**src/rtl/intpol2_pkg.sv**
```systemverilog
// Shared constants and FSM state encoding for the interpolator output reader.
package intpol2_pkg;

    localparam int DEF_DW    = 32;
    localparam int DEF_CNT_W = 16;

    typedef enum logic [1:0] {
        IDLE  = 2'd0,
        RUN   = 2'd1,
        DRAIN = 2'd2
    } state_t;

endpackage

```
**src/rtl/intpol2_skid_buf.sv**
```systemverilog
// Two-entry FIFO-ordered buffer absorbing the one-cycle read latency of the output FIFO.
module intpol2_skid_buf
    import intpol2_pkg::*;
#(
    parameter int DW = DEF_DW
) (
    input  logic          clk,
    input  logic          rstn,
    input  logic          clear,
    input  logic          push,
    input  logic          pop,
    input  logic [DW-1:0] din,
    output logic [DW-1:0] dout,
    output logic [1:0]    occ
);

    logic [DW-1:0] head_q;
    logic [DW-1:0] tail_q;
    logic          pop_ok;

    assign pop_ok = pop & (occ != 2'd0);
    assign dout   = head_q;

    // head_q is always the oldest entry; tail_q only matters when occ is 2.
    always_ff @(posedge clk or negedge rstn) begin
        if (!rstn) begin
            head_q <= '0;
            tail_q <= '0;
            occ    <= 2'd0;
        end else if (clear) begin
            occ <= 2'd0;
        end else begin
            case ({push, pop_ok})
                2'b10: begin
                    if (occ == 2'd0) begin
                        head_q <= din;
                    end else begin
                        tail_q <= din;
                    end
                    occ <= occ + 2'd1;
                end
                2'b01: begin
                    head_q <= tail_q;
                    occ    <= occ - 2'd1;
                end
                2'b11: begin
                    if (occ == 2'd1) begin
                        head_q <= din;
                    end else begin
                        head_q <= tail_q;
                        tail_q <= din;
                    end
                end
                default: begin
                end
            endcase
        end
    end

endmodule

```
**src/rtl/intpol2_out_reader.sv**
```systemverilog
// Drains the interpolator output FIFO into a valid/ready stream.
// Define INTPOL2_TLAST_EN to build the frame counter, m_tlast and frame_done.
module intpol2_out_reader
    import intpol2_pkg::*;
#(
    parameter int DW    = DEF_DW,
    parameter int CNT_W = DEF_CNT_W
) (
    input  logic             clk,
    input  logic             rstn,
    input  logic             clear,
    input  logic             en,
    input  logic             fifo_empty,
    input  logic [DW-1:0]    fifo_rdata,
    output logic             fifo_rd_en,
    input  logic [CNT_W-1:0] frame_len,
    output logic [DW-1:0]    m_tdata,
    output logic             m_tvalid,
    input  logic             m_tready,
    output logic             m_tlast,
    output logic             busy,
    output logic             frame_done,
    output logic [CNT_W-1:0] beat_cnt
);

    state_t     state;
    state_t     state_nx;
    logic       inflight;
    logic [1:0] occ;
    logic       hs;
    logic       push;
    logic [2:0] committed;

    intpol2_skid_buf #(.DW(DW)) u_buf (
        .clk   (clk),
        .rstn  (rstn),
        .clear (clear),
        .push  (push),
        .pop   (hs),
        .din   (fifo_rdata),
        .dout  (m_tdata),
        .occ   (occ)
    );

    assign m_tvalid = (occ != 2'd0);
    assign hs       = m_tvalid & m_tready;
    assign push     = inflight & ~clear;
    assign busy     = (state != IDLE);

    // The head beat leaving this cycle frees its slot for the read issued now,
    // which keeps one beat per cycle while never letting occ exceed 2.
    assign committed  = 3'(occ) + 3'(inflight) - 3'(hs);
    assign fifo_rd_en = (state == RUN) & en & ~fifo_empty & ~clear & (committed < 3'd2);

    always_comb begin
        state_nx = state;
        case (state)
            IDLE:    if (en) state_nx = RUN;
            RUN:     if (!en) state_nx = DRAIN;
            DRAIN: begin
                if (en) begin
                    state_nx = RUN;
                end else if ((occ == 2'd0) && !inflight) begin
                    state_nx = IDLE;
                end
            end
            default: state_nx = IDLE;
        endcase
        if (clear) begin
            state_nx = IDLE;
        end
    end

    always_ff @(posedge clk or negedge rstn) begin
        if (!rstn) begin
            state    <= IDLE;
            inflight <= 1'b0;
            beat_cnt <= '0;
        end else begin
            state    <= state_nx;
            inflight <= fifo_rd_en;
            if (clear) begin
                beat_cnt <= '0;
            end else if (hs) begin
                beat_cnt <= beat_cnt + CNT_W'(1);
            end
        end
    end

`ifdef INTPOL2_TLAST_EN
    localparam logic [CNT_W-1:0] ONE = CNT_W'(1);

    logic [CNT_W-1:0] len_q;
    logic [CNT_W-1:0] frame_cnt;
    logic [CNT_W-1:0] len_m1;

    // A latched length of 0 wraps to all-ones here, giving 2^CNT_W beats per frame.
    assign len_m1  = len_q - ONE;
    assign m_tlast = m_tvalid & (frame_cnt == len_m1);

    always_ff @(posedge clk or negedge rstn) begin
        if (!rstn) begin
            len_q      <= '0;
            frame_cnt  <= '0;
            frame_done <= 1'b0;
        end else begin
            frame_done <= hs & m_tlast & ~clear;
            if (clear) begin
                frame_cnt <= '0;
            end else if (hs) begin
                frame_cnt <= m_tlast ? '0 : frame_cnt + ONE;
            end
            if ((state == IDLE) && en && !clear) begin
                len_q <= frame_len;
            end
        end
    end
`else
    logic unused_frame_len;

    assign unused_frame_len = ^frame_len;
    assign m_tlast          = 1'b0;
    assign frame_done       = 1'b0;
`endif

endmodule

```
**config.mk**
```make
export PLATFORM = sky130hd
export DESIGN_NAME = intpol2_out_reader
export DESIGN_NICKNAME = d
export VERILOG_FILES = /design/src/rtl/intpol2_pkg.sv /design/src/rtl/intpol2_skid_buf.sv /design/src/rtl/intpol2_out_reader.sv
export SDC_FILE = /design/constraint.sdc
export NUM_CORES = 1
export LEC_CHECK = 0
export ABC_AREA = 1
export BUFFER_PORTS_ARGS = -buffer_cell sky130_fd_sc_hd__buf_2
export CAP_MARGIN = 20
export CORE_MARGIN = 2
export CORE_UTILIZATION = 50
export CTS_BUF_LIST = sky130_fd_sc_hd__clkbuf_4
export CTS_CLUSTER_DIAMETER = 30
export DETAILED_ROUTE_END_ITERATION = 8
export GPL_ROUTABILITY_DRIVEN = 0
export GPL_TIMING_DRIVEN = 0
export PLACE_DENSITY = 0.76
export SYNTH_ARGS = -nofsm -noshare
export SYNTH_HDL_FRONTEND = slang
export SYNTH_SLANG_ARGS = --single-unit
```
**constraint.sdc**
```tcl
create_clock -name clk -period 7.4 [get_ports clk]
set_input_delay 0.74 -clock clk [delete_from_list [all_inputs] [get_ports clk]]
set_output_delay 0.74 -clock clk [all_outputs]
set_load 0.02 [all_outputs]
```
Word-level counts from Yosys, hierarchy flattened
Index checks and enable logic that the tools add are counted.
Widths: inputs -> output; s select.
{ "op_classes": {"n_bitwise": 9, "muxes": 16, "n_addsub": 5, "reduce_logical": 13, "magnitude_cmp": 1, "eq_ne": 12} }
{ "ops": {"columns": ["op", "n"], "rows": [
  ["$mux 32", 4],
  ["$pmux 32 s3", 1],
  ["$pmux 32 s2", 1],
  ["$mux 16", 2],
  ["$add 16x1->16 const B", 1],
  ["$mux 2", 6],
  ["$reduce_bool 2->1", 4],
  ["$and 1x1->1", 7],
  ["$eq 2x1->1 const B", 3],
  ["$eq 2x2->1 const B", 3],
  ["$ne 2x2->1 const B", 3],
  ["$ne 3x3->1 const B", 2],
  ["$pmux 2 s3", 1],
  ["$reduce_and 3->1", 2],
  ["$reduce_bool 3->1", 2],
  ["$logic_not 2->1", 2],
  ["$ne 4x4->1 const B", 1],
  ["$pmux 2 s2", 1],
  ["$reduce_and 4->1", 1],
  ["$add 2x1->3", 1],
  ["$lt 3x2->1 const B", 1],
  ["$sub 3x1->3", 1],
  ["$add 2x1->2 const B", 1],
  ["$not 1->1", 2],
  ["3 further kinds", 3]
]} }
{ "totals": {"reg_bits": 85, "output_inout_bits": 53, "word_cells": 62} }

Depth between registers and ports, before layout
Gate-level depths: netlist (run 1).
{ "depth": {"ltp_word": 6, "mapped_depth": 10, "depth_no_buf": 10} }

Modules after synthesis
A second synthesis (run 1) with hierarchy kept.
{ "unflattened": {"hier_cells": 572, "area_unflattened_um2": 4383.0} }
{ "by_module_without_submodules": {"columns": ["module", "instances", "cells_each", "area_each_um2"], "rows": [
  ["intpol2_skid_buf", 1, 410, 3190.6],
  ["intpol2_out_reader", 1, 162, 1192.4]
]} }

Least setup slack after synthesis (run 1)
OpenSTA, ideal clock, no wires.
{ "synth_path": {"path_kind": "input-to-output", "start": "input m_tready", "end": "output fifo_rd_en", "cell_stages": 8, "path_slack_ns": 3.727, "t_arrival_ns": 2.933, "path_buffers": 1, "required_ns": 6.660, "cell_sequence": "inv_1 > nor2_4 > buf_2 > ha_1 > or2_2 > fa_1 > nand2_1 > nor4_1"} }
{ "synth_between": {"elab_chain_cells": 4} }
{ "synth_lines": {"columns": ["element", "line_no", "source"], "rows": [
  ["start, declared", "intpol2_out_reader.sv:19", "input logic m_tready,"],
  ["$and 1x1->1", "intpol2_out_reader.sv:46", "assign hs = m_tvalid & m_tready;"],
  ["$sub 3x1->3", "intpol2_out_reader.sv:52", "assign committed = 3'(occ) + 3'(inflight) - 3'(hs);"],
  ["$lt 3x2->1", "intpol2_out_reader.sv:53", "assign fifo_rd_en = (state == RUN) & en & ~fifo_empty & ~clear & (committed < 3'd2);"],
  ["$and 1x1->1", "intpol2_out_reader.sv:53", null],
  ["end, declared", "intpol2_out_reader.sv:15", "output logic fifo_rd_en,"]
]} }
Every way passes these cells.

Worst setup path after layout (run 1)
{ "layout_path": {"start": "register u_buf.occ[1]", "end": "output fifo_rd_en"} }
{ "layout_between": {"elab_chain_cells": 5, "elab_cells_between_ends": 6, "classes_between": "2 x add/sub; 1 x order compare; 2 x bitwise; 1 x reduce/logical"} }
{ "layout_lines": {"columns": ["element", "line_no", "source"], "rows": [
  ["start, declared", "intpol2_skid_buf.sv:14", "output logic [1:0] occ"],
  ["start signal, assigned", "intpol2_skid_buf.sv:40", "occ <= occ + 2'd1;"],
  ["start signal, assigned", "intpol2_skid_buf.sv:44", "occ <= occ - 2'd1;"],
  ["parallel branches: the longest is 2 deep, another holds $add 2x1->3", null, null],
  ["$sub 3x1->3 *", "intpol2_out_reader.sv:52", null],
  ["$lt 3x2->1 *", "intpol2_out_reader.sv:53", null],
  ["$and 1x1->1 *", "intpol2_out_reader.sv:53", null]
]} }
Every way passes the cells marked *.

==> results list, run 1 <==
- Average detailed-routed wire length per instance: between 10 and 15 µm
- The core region is 8300 µm².
- Most used cells in the layout excluding fill and tap cells: 182 x sky130_fd_sc_hd__nand2_1, 101 x sky130_fd_sc_hd__buf_2, 85 x sky130_fd_sc_hd__dfrtp_1, 73 x sky130_fd_sc_hd__nor2_1, 54 x sky130_fd_sc_hd__inv_1
- After the first detailed-routing iteration, the DRC count stood at 213.
- The clock network burns 18.2% of the power.
* Max Clock Skew: 0.0151 ns
* Mean number of vias per cell: 5.07
- Die Width: ~97 µm
- Global-route wire length before repair: approximately 17000 µm
- Counting along the longest clock path gives a buffer depth of 2.
- Count of hold buffers inserted by post-cts repair: 0
* Slowest stage delay, CP: 0.49 ns
- CTS saw 85 sinks.
* Overall overflow remaining after global route: 0
- 0 antenna diodes ended up in the layout.
- In this run switching power makes up 40.4% of total power.
- Yosys printed 0 warnings.
- Total wirelength of the detailed-routed design: approximately 10000 µm
- The worst path needs 4.15 ns of the cycle, external delays included.
- Period utilization: 56.1%
* Die H: 97.1 µm
- Cell type group with the largest total delay on the critical path: adder cells
- Post-DP HPWL: 7510 µm
* Area of the multi-input gates: 1870 µm²
- Category of the worst setup path capture point: output port
- The net count of the finished layout is 727.
- Detailed routing inserted a total of between 3000 and 4000 vias.
- In the synthesized netlist, the number of instances is 567.
- Accumulated negative setup slack: 0 ns
* Remaining design rule violation count: 0
- Number of nets with antenna violations after detailed routing: 0
- The floorplan has 33 rows.
* Setup violations, final: 0
* Power density over the cells: ~300 nW/µm²
- The synthesized design contains 85 register bits.
- After clock tree synthesis, the setup repair step added 0 buffers.
* WHS: 0.210 ns
- Per report_power, the sequential group accounts for 44.4% of the total.
- Required time worst endpoint: 6.66 ns
- A synthesized cell averages 7.64 µm².
- Buffers & Inverters on Critical Path: 3
* CTS tree: yes
- Once layout is complete, the utilization of the core stands at 61.2%.
- Worst flop-to-flop path endpoint: inflight
- Traced cell by cell, the critical path runs through inv_1 -> ha_1 -> nor2_4 -> buf_2 -> ha_1 -> or2_2 -> fa_1 -> nand2_1 -> nor4_1 -> buf_2.
- Maximum number of pins on one net before global-route repair: 59
- Netlist area before placement: 4330 µm²
* Maximum vdd ir drop: ~0.15 mV
- Class of the most critical hold timing path: primary input to asynchronous set/reset pin
- Synth-to-Final Area Change: 17.3%
- Data on the critical path arrives at its endpoint at 3.41 ns.
- Endpoints failing hold: 0
- Metal2 WL: 4650 µm
- Max Used Layer: met4
- The analysis attributes to cell leakage a power of 2.74 nW.
- Fill cells in the final layout number 752.
* I/O pin cnt: 107
- The via count of the first global-routing pass was 3856.
* Cell internal pwr: 0.901 mW
* Max-slew violation count: 0
- Worst Reg-to-Reg Cells: 9
* Reg2reg setup slack: 4.54 ns
- Once the floorplan was initialized, standard cells occupied 52.2% of the core.
- Global router's overall resource usage: about 23%
- # resized after CTS: 0
* Number of port buffers: 88
* Category of the most critical setup path: register to output port
- Die Outline Area: 9430 µm²
- Pre-CTS worst setup slack: 3.51 ns
- Max frequency: 241 MHz
- The largest individual stage delay along the critical path comes from the cell sky130_fd_sc_hd__fa_1.
- Power spent charging and discharging nets: 0.610 mW
- Setup repair after global routing left no endpoint under its margin.
- Clock insertion delay at the later pin of the skew report: 0.44 ns
- Combinational cells account for between 30% and 40% of the total power.
- Clock tree synthesis inserted a total of 9 buffers.
* Share of synthesized area occupied by flip-flops and latches: 49.1%
* Number of maximum-capacitance violations: 0
* Setup slack of the critical path after layout: 3.25 ns
- Launch point of the worst reg-to-reg path: u_buf.occ[1]
* Share of final-layout standard cells stronger than drive strength 1: 20.7%
- Wire length on met3: 524 µm
- Highest fanout seen on the critical path: 10
- The worst setup path is launched from a register.
- Sum of routed wire segments on met1: 4800 µm
- Most common library cell in the layout ignoring fill and taps: sky130_fd_sc_hd__nand2_1
- Area taken by flip-flops and latches: 2130 µm²
- Clock slew at the register clock pins of the worst setup and hold paths: 0.14 ns
* Unique masters post-synth: 34
* Pre-Repair DR Iteration Count: 5
* Status: finished clean
- The number of antenna violations at the first check in global routing was 0.
- Clk root buf: sky130_fd_sc_hd__clkbuf_4
- Level count of the clock H-tree: 3
[worst max-delay path by stage]
stage                 startpoint          to  slack, ns  cells after the start
finish              u_buf.occ[1]  fifo_rd_en       3.25                     10
detailed placement      m_tready  fifo_rd_en       3.51                     10
global route        u_buf.occ[1]  fifo_rd_en       3.05                     10
global placement        m_tready  fifo_rd_en       3.55                     10
floorplan               m_tready  fifo_rd_en       3.73                      8
CTS                 u_buf.occ[1]  fifo_rd_en       3.22                     10
[per-layer routing]
layer  GRT usage, %  vias to the layer above
met4           11.2                        0
met2           34.9                      113
li1               -                     1982
met1           30.8                     1822
met5              0                        -
met3           4.53                       26
[synth_stat cells, drive strengths merged]
cell    count  area (µm²)
clkbuf      4        15.0
o21bai      2        15.0
ha          4        50.1
a21oi      22         110
nor3b       1        7.51
dfrtp      85        2130
o211ai      9        72.6
nor2       78         329
fa          1        20.0
or2        18         113
conb        1        3.75
a21o        1        7.51
nor3        4        31.3
a211oi      2        15.0
nand3      26         130
a31oi       1        6.26
buf        20         115
nor4        1        6.26
nand4       3        18.8
o21ai      42         214
nand2     185         712
inv        57         214
[cell type report]
type	count	area share (%)
buffer	24	2.56
clock buffer	9	1.33
clock inverter	7	1.48
inverter	57	4.21
multi-input combinational	402	36.7
sequential	85	41.9
tap	105	2.59
timing repair buffer	89	9.26
[flip-flops by register name, summed over array words and instances (netlist names)]
register	cells
beat_cnt	16
u_buf.tail_q	32
u_buf.dout	32
inflight	1
u_buf.occ	2
state	2
[kinds of logic after synthesis]
family                     Yosys count  synth area share, %
AOI/OAI and AO/OA                   79                 10.2
adders and majority gates            5                 1.62
buffers and inverters               81                 7.94
DFF                                 85                 49.1
other                                1               0.0865
and+or+nand+nor                    316                 31.1
[power by group through the flow]
stage | Sequential [mW] | Clock [mW] | Combinational, mW
after global routing | 0.691 | 0.302 | 0.630
after floorplan | 0.788 | 0 | 0.264
after detailed placement | 0.680 | 0 | 0.569
final | 0.671 | 0.275 | 0.564
after CTS | 0.672 | 0.279 | 0.571
after global placement | 0.675 | 0 | 0.553
[through the flow]
stage,instance area (µm²),power (mW),instances
2_1_floorplan,4340,1.05,568
3_3_place_gp,4910,1.23,761
3_5_place_dp,4940,1.25,762
4_1_cts,5080,1.52,778
5_1_grt,5080,1.62,778
6_report,5080,1.51,778
No activity file was read; power rests on OpenSTA's default activity.
==> inputs of run 2 (changes only) <==
==> constraint.sdc (replaced) <==
create_clock -name clk -period 4.4 [get_ports clk]
set_input_delay 0.44 -clock clk [delete_from_list [all_inputs] [get_ports clk]]
set_output_delay 0.44 -clock clk [all_outputs]
set_load 0.02 [all_outputs]
==> run 2 against run 1 <==
Effect of this change: clock skew decreased by 0.00098 ns; sequential cell count unchanged; highest routed layer unchanged; setup slack lost 2.7 ns; design area is 0.20% higher; largest cell class unchanged; sequential power is 68% higher; core utilization up 0.12 points; clock-buffer cell count stayed put; register-to-register slack got worse by 3.0 ns; combinational power up 69%; largest power group unchanged; wire length grew 0.28%; sequential share of layout area is 0.082 points lower; via count is 0.46% higher.
==> results list, run 2 (synthesized netlist as in run 1, its figures left out) <==
- Total wirelength of the detailed-routed design: 10300 µm
* Setup violations, final: 0
- CTS tree: yes
* # resized after CTS: 0
- Die Outline Area: between 9000 and 10000 µm²
- Vias in the first global route: about 3900
* Post-DP HPWL: 7510 µm
- For the finished layout, the period the worst path requires is 3.85 ns.
- The critical path goes through inv_1 -> ha_1 -> nor2_4 -> buf_2 -> ha_1 -> or2_2 -> fa_1 -> nand2_1 -> nor4_1 -> buf_2.
- Setup repair after global routing missed its margin: false
* Power density over the cells: 499 nW/µm²
- Global routing finished with a remaining overflow of 0.
- Status: finished clean
* Vias after detailed routing: between 3000 and 4000
- Core region area: 8300 µm²
- Prior to clock tree synthesis, the placed netlist has a worst setup slack of a little over 1 ns.
- Global-route wire length before repair: ~17000 µm
* Remaining design rule violation count: 0
- Dividing the detail-routed wire length by the instance count gives between 10 and 15 µm.
- CTS buffer count: 9
- In this run the deepest clock path goes through 2 buffers.
- Before antenna repair, the detailed router went through 5 iterations.
* Maximum vdd ir drop: 0.256 mV
- Cell type group with the largest total delay on the critical path: adder cells
- Maximum number of pins on one net before global-route repair: 59
- Across the run, the number of max-cap violations was 0.
- For this design, the sink count on the clock tree is 85.
- The tree is rooted in a sky130_fd_sc_hd__clkbuf_4.
* Category of the most critical setup path: register to output port
- From synthesis to final layout, the design area changed by 17.5%.
- Required time worst endpoint: 3.96 ns
* Number of fillers in the final layout: 747
- After detailed placement, the total cell area comes to 4940 µm².
* Worst Reg-to-Reg Cells: 9
- CP Depth: 10
* Static Leak: approximately 2.7 nW
- The worst hold path was traced through 2 stages.
- For this configuration, the core starts out at a cell density of between 50 and 60%.
- The net count of the finished layout is 728.
* Share of final-layout standard cells stronger than drive strength 1: roughly a fifth
* Die H: 97.1 µm
- The number of antenna violations at the first check in global routing came to 0.
- Antenna cells: 0
* Most used cells in the layout excluding fill and tap cells: 182 x sky130_fd_sc_hd__nand2_1, 101 x sky130_fd_sc_hd__buf_2, 85 x sky130_fd_sc_hd__dfrtp_1, 73 x sky130_fd_sc_hd__nor2_1, 54 x sky130_fd_sc_hd__inv_1
* DRC violation total after the first TritonRoute iteration: 233
- In this design, the stage delay of the slowest critical-path cell is around 0.49 ns.
* Category of the worst setup path capture point: output port
- Level count of the clock H-tree: 3
- Endpoints failing hold: 0
- 107 I/O pins were placed.
* Setup slack of the critical path after layout: 0.548 ns
* Class of the most critical hold timing path: primary input to register
- After clock tree synthesis, the clock-pin slew on the worst setup and hold paths is 0.14 ns.
* Finished Cell Area: 5090 µm²
* CP Launch Type: register
* Buffers & Inverters on Critical Path: 3
* Clock insertion delay at the later pin of the skew report: 0.44 ns
* Number of nets with antenna violations after detailed routing: 0
- Mean number of vias per cell: 5.08
- In the final timing run, aggregate negative setup slack is 0 ns.
- Port buffering added 88 buffers.
- Max Clock Skew: 0.0141 ns
- Leaving out fill and tap cells, the most frequent cell in the layout is sky130_fd_sc_hd__nand2_1.
- Arrival time at the worst endpoint: approximately 3.4 ns
* Floorplan row count: 33
- The final max-slew violation count is 0.
- Among all stages on the critical path, the largest delay is contributed by sky130_fd_sc_hd__fa_1.
* Max frequency: 260 MHz
- After layout, the worst path uses 87.5% of the clock period.
* Die Width: 97.1 µm
* Global router's overall resource usage: a little under a quarter
- Highest fanout seen on the critical path: 10
## run 2: cell types whose count changed in the layout (fill, tap and decap cells not counted), sizes merged
cell and delta:
dlygate4sd3 +1
## run 2: timing repair
action	in CTS	in global routing
setup buffers	0	0
hold buffers	1	0
hold endpoints to repair	27	0
## run 2: power breakdown
group	internal, mW	switching [mW]
registers	1.01	0.124
clock network	0.176	0.285
logic	0.333	0.618
total	1.52	1.03
## run 2: worst paths after layout
check	from	to	slack, ns
setup / recovery	u_buf.occ[1]	fifo_rd_en	0.55
hold / removal	fifo_empty	inflight	0.15
setup reg to reg	u_buf.occ[1]	inflight	1.55
hold reg to reg	u_buf.dout[9]	u_buf.dout[9]	0.49
max in group asynchronous	rstn	u_buf.tail_q[26]	3.32
min in group asynchronous	rstn	u_buf.dout[7]	0.45
## run 2: final cells by class
class | count | area [µm²] | share of cell area [%]
flip-flops and latches | 85 | 2130 | 41.8
clock buffers | 9 | 67.6 | 1.33
repair buffers | 90 | 480 | 9.44
well taps | 105 | 131 | 2.58
plain buffers | 24 | 130 | 2.56
inverters | 57 | 214 | 4.20
multi-input cells | 402 | 1870 | 36.6
clock inverters | 7 | 75.1 | 1.47
## run 2: worst register-to-register path, stage by stage, from the launching register on
cell and delay [ns]:
sky130_fd_sc_hd__dfrtp_1 0.40, sky130_fd_sc_hd__inv_1 0.11, sky130_fd_sc_hd__ha_1 0.25, sky130_fd_sc_hd__nor2_4 0.25, sky130_fd_sc_hd__buf_2 0.30, sky130_fd_sc_hd__ha_1 0.27, sky130_fd_sc_hd__or2_2 0.30, sky130_fd_sc_hd__fa_1 0.49
sky130_fd_sc_hd__nand2_1 0.06, sky130_fd_sc_hd__nor4_1 0.34
## run 2: per-stage QoR
| stage | util [%] | hold slack, ns | total power, mW | cells |
|---|---|---|---|---|
| CTS | 61.3 | 0.137 | 2.56 | 779 |
| floorplan | - | 0.144 | 1.77 | 568 |
| global route | 61.3 | 0.125 | 2.73 | 779 |
| global placement | 59.1 | 0.455 | 2.07 | 761 |
| detailed placement | 59.5 | 0.393 | 2.10 | 762 |
| finish | 61.3 | 0.152 | 2.54 | 779 |
## run 2: metal layers
metal | track usage [%] | part of all wire (%) | vias up
met3 | 4.53 | 5.1 | 26
met1 | 30.8 | 47 | 1835
met5 | 0 | 0 | -
li1 | - | - | 1984
met2 | 35.0 | 45 | 116
met4 | 11.2 | 3.0 | 0
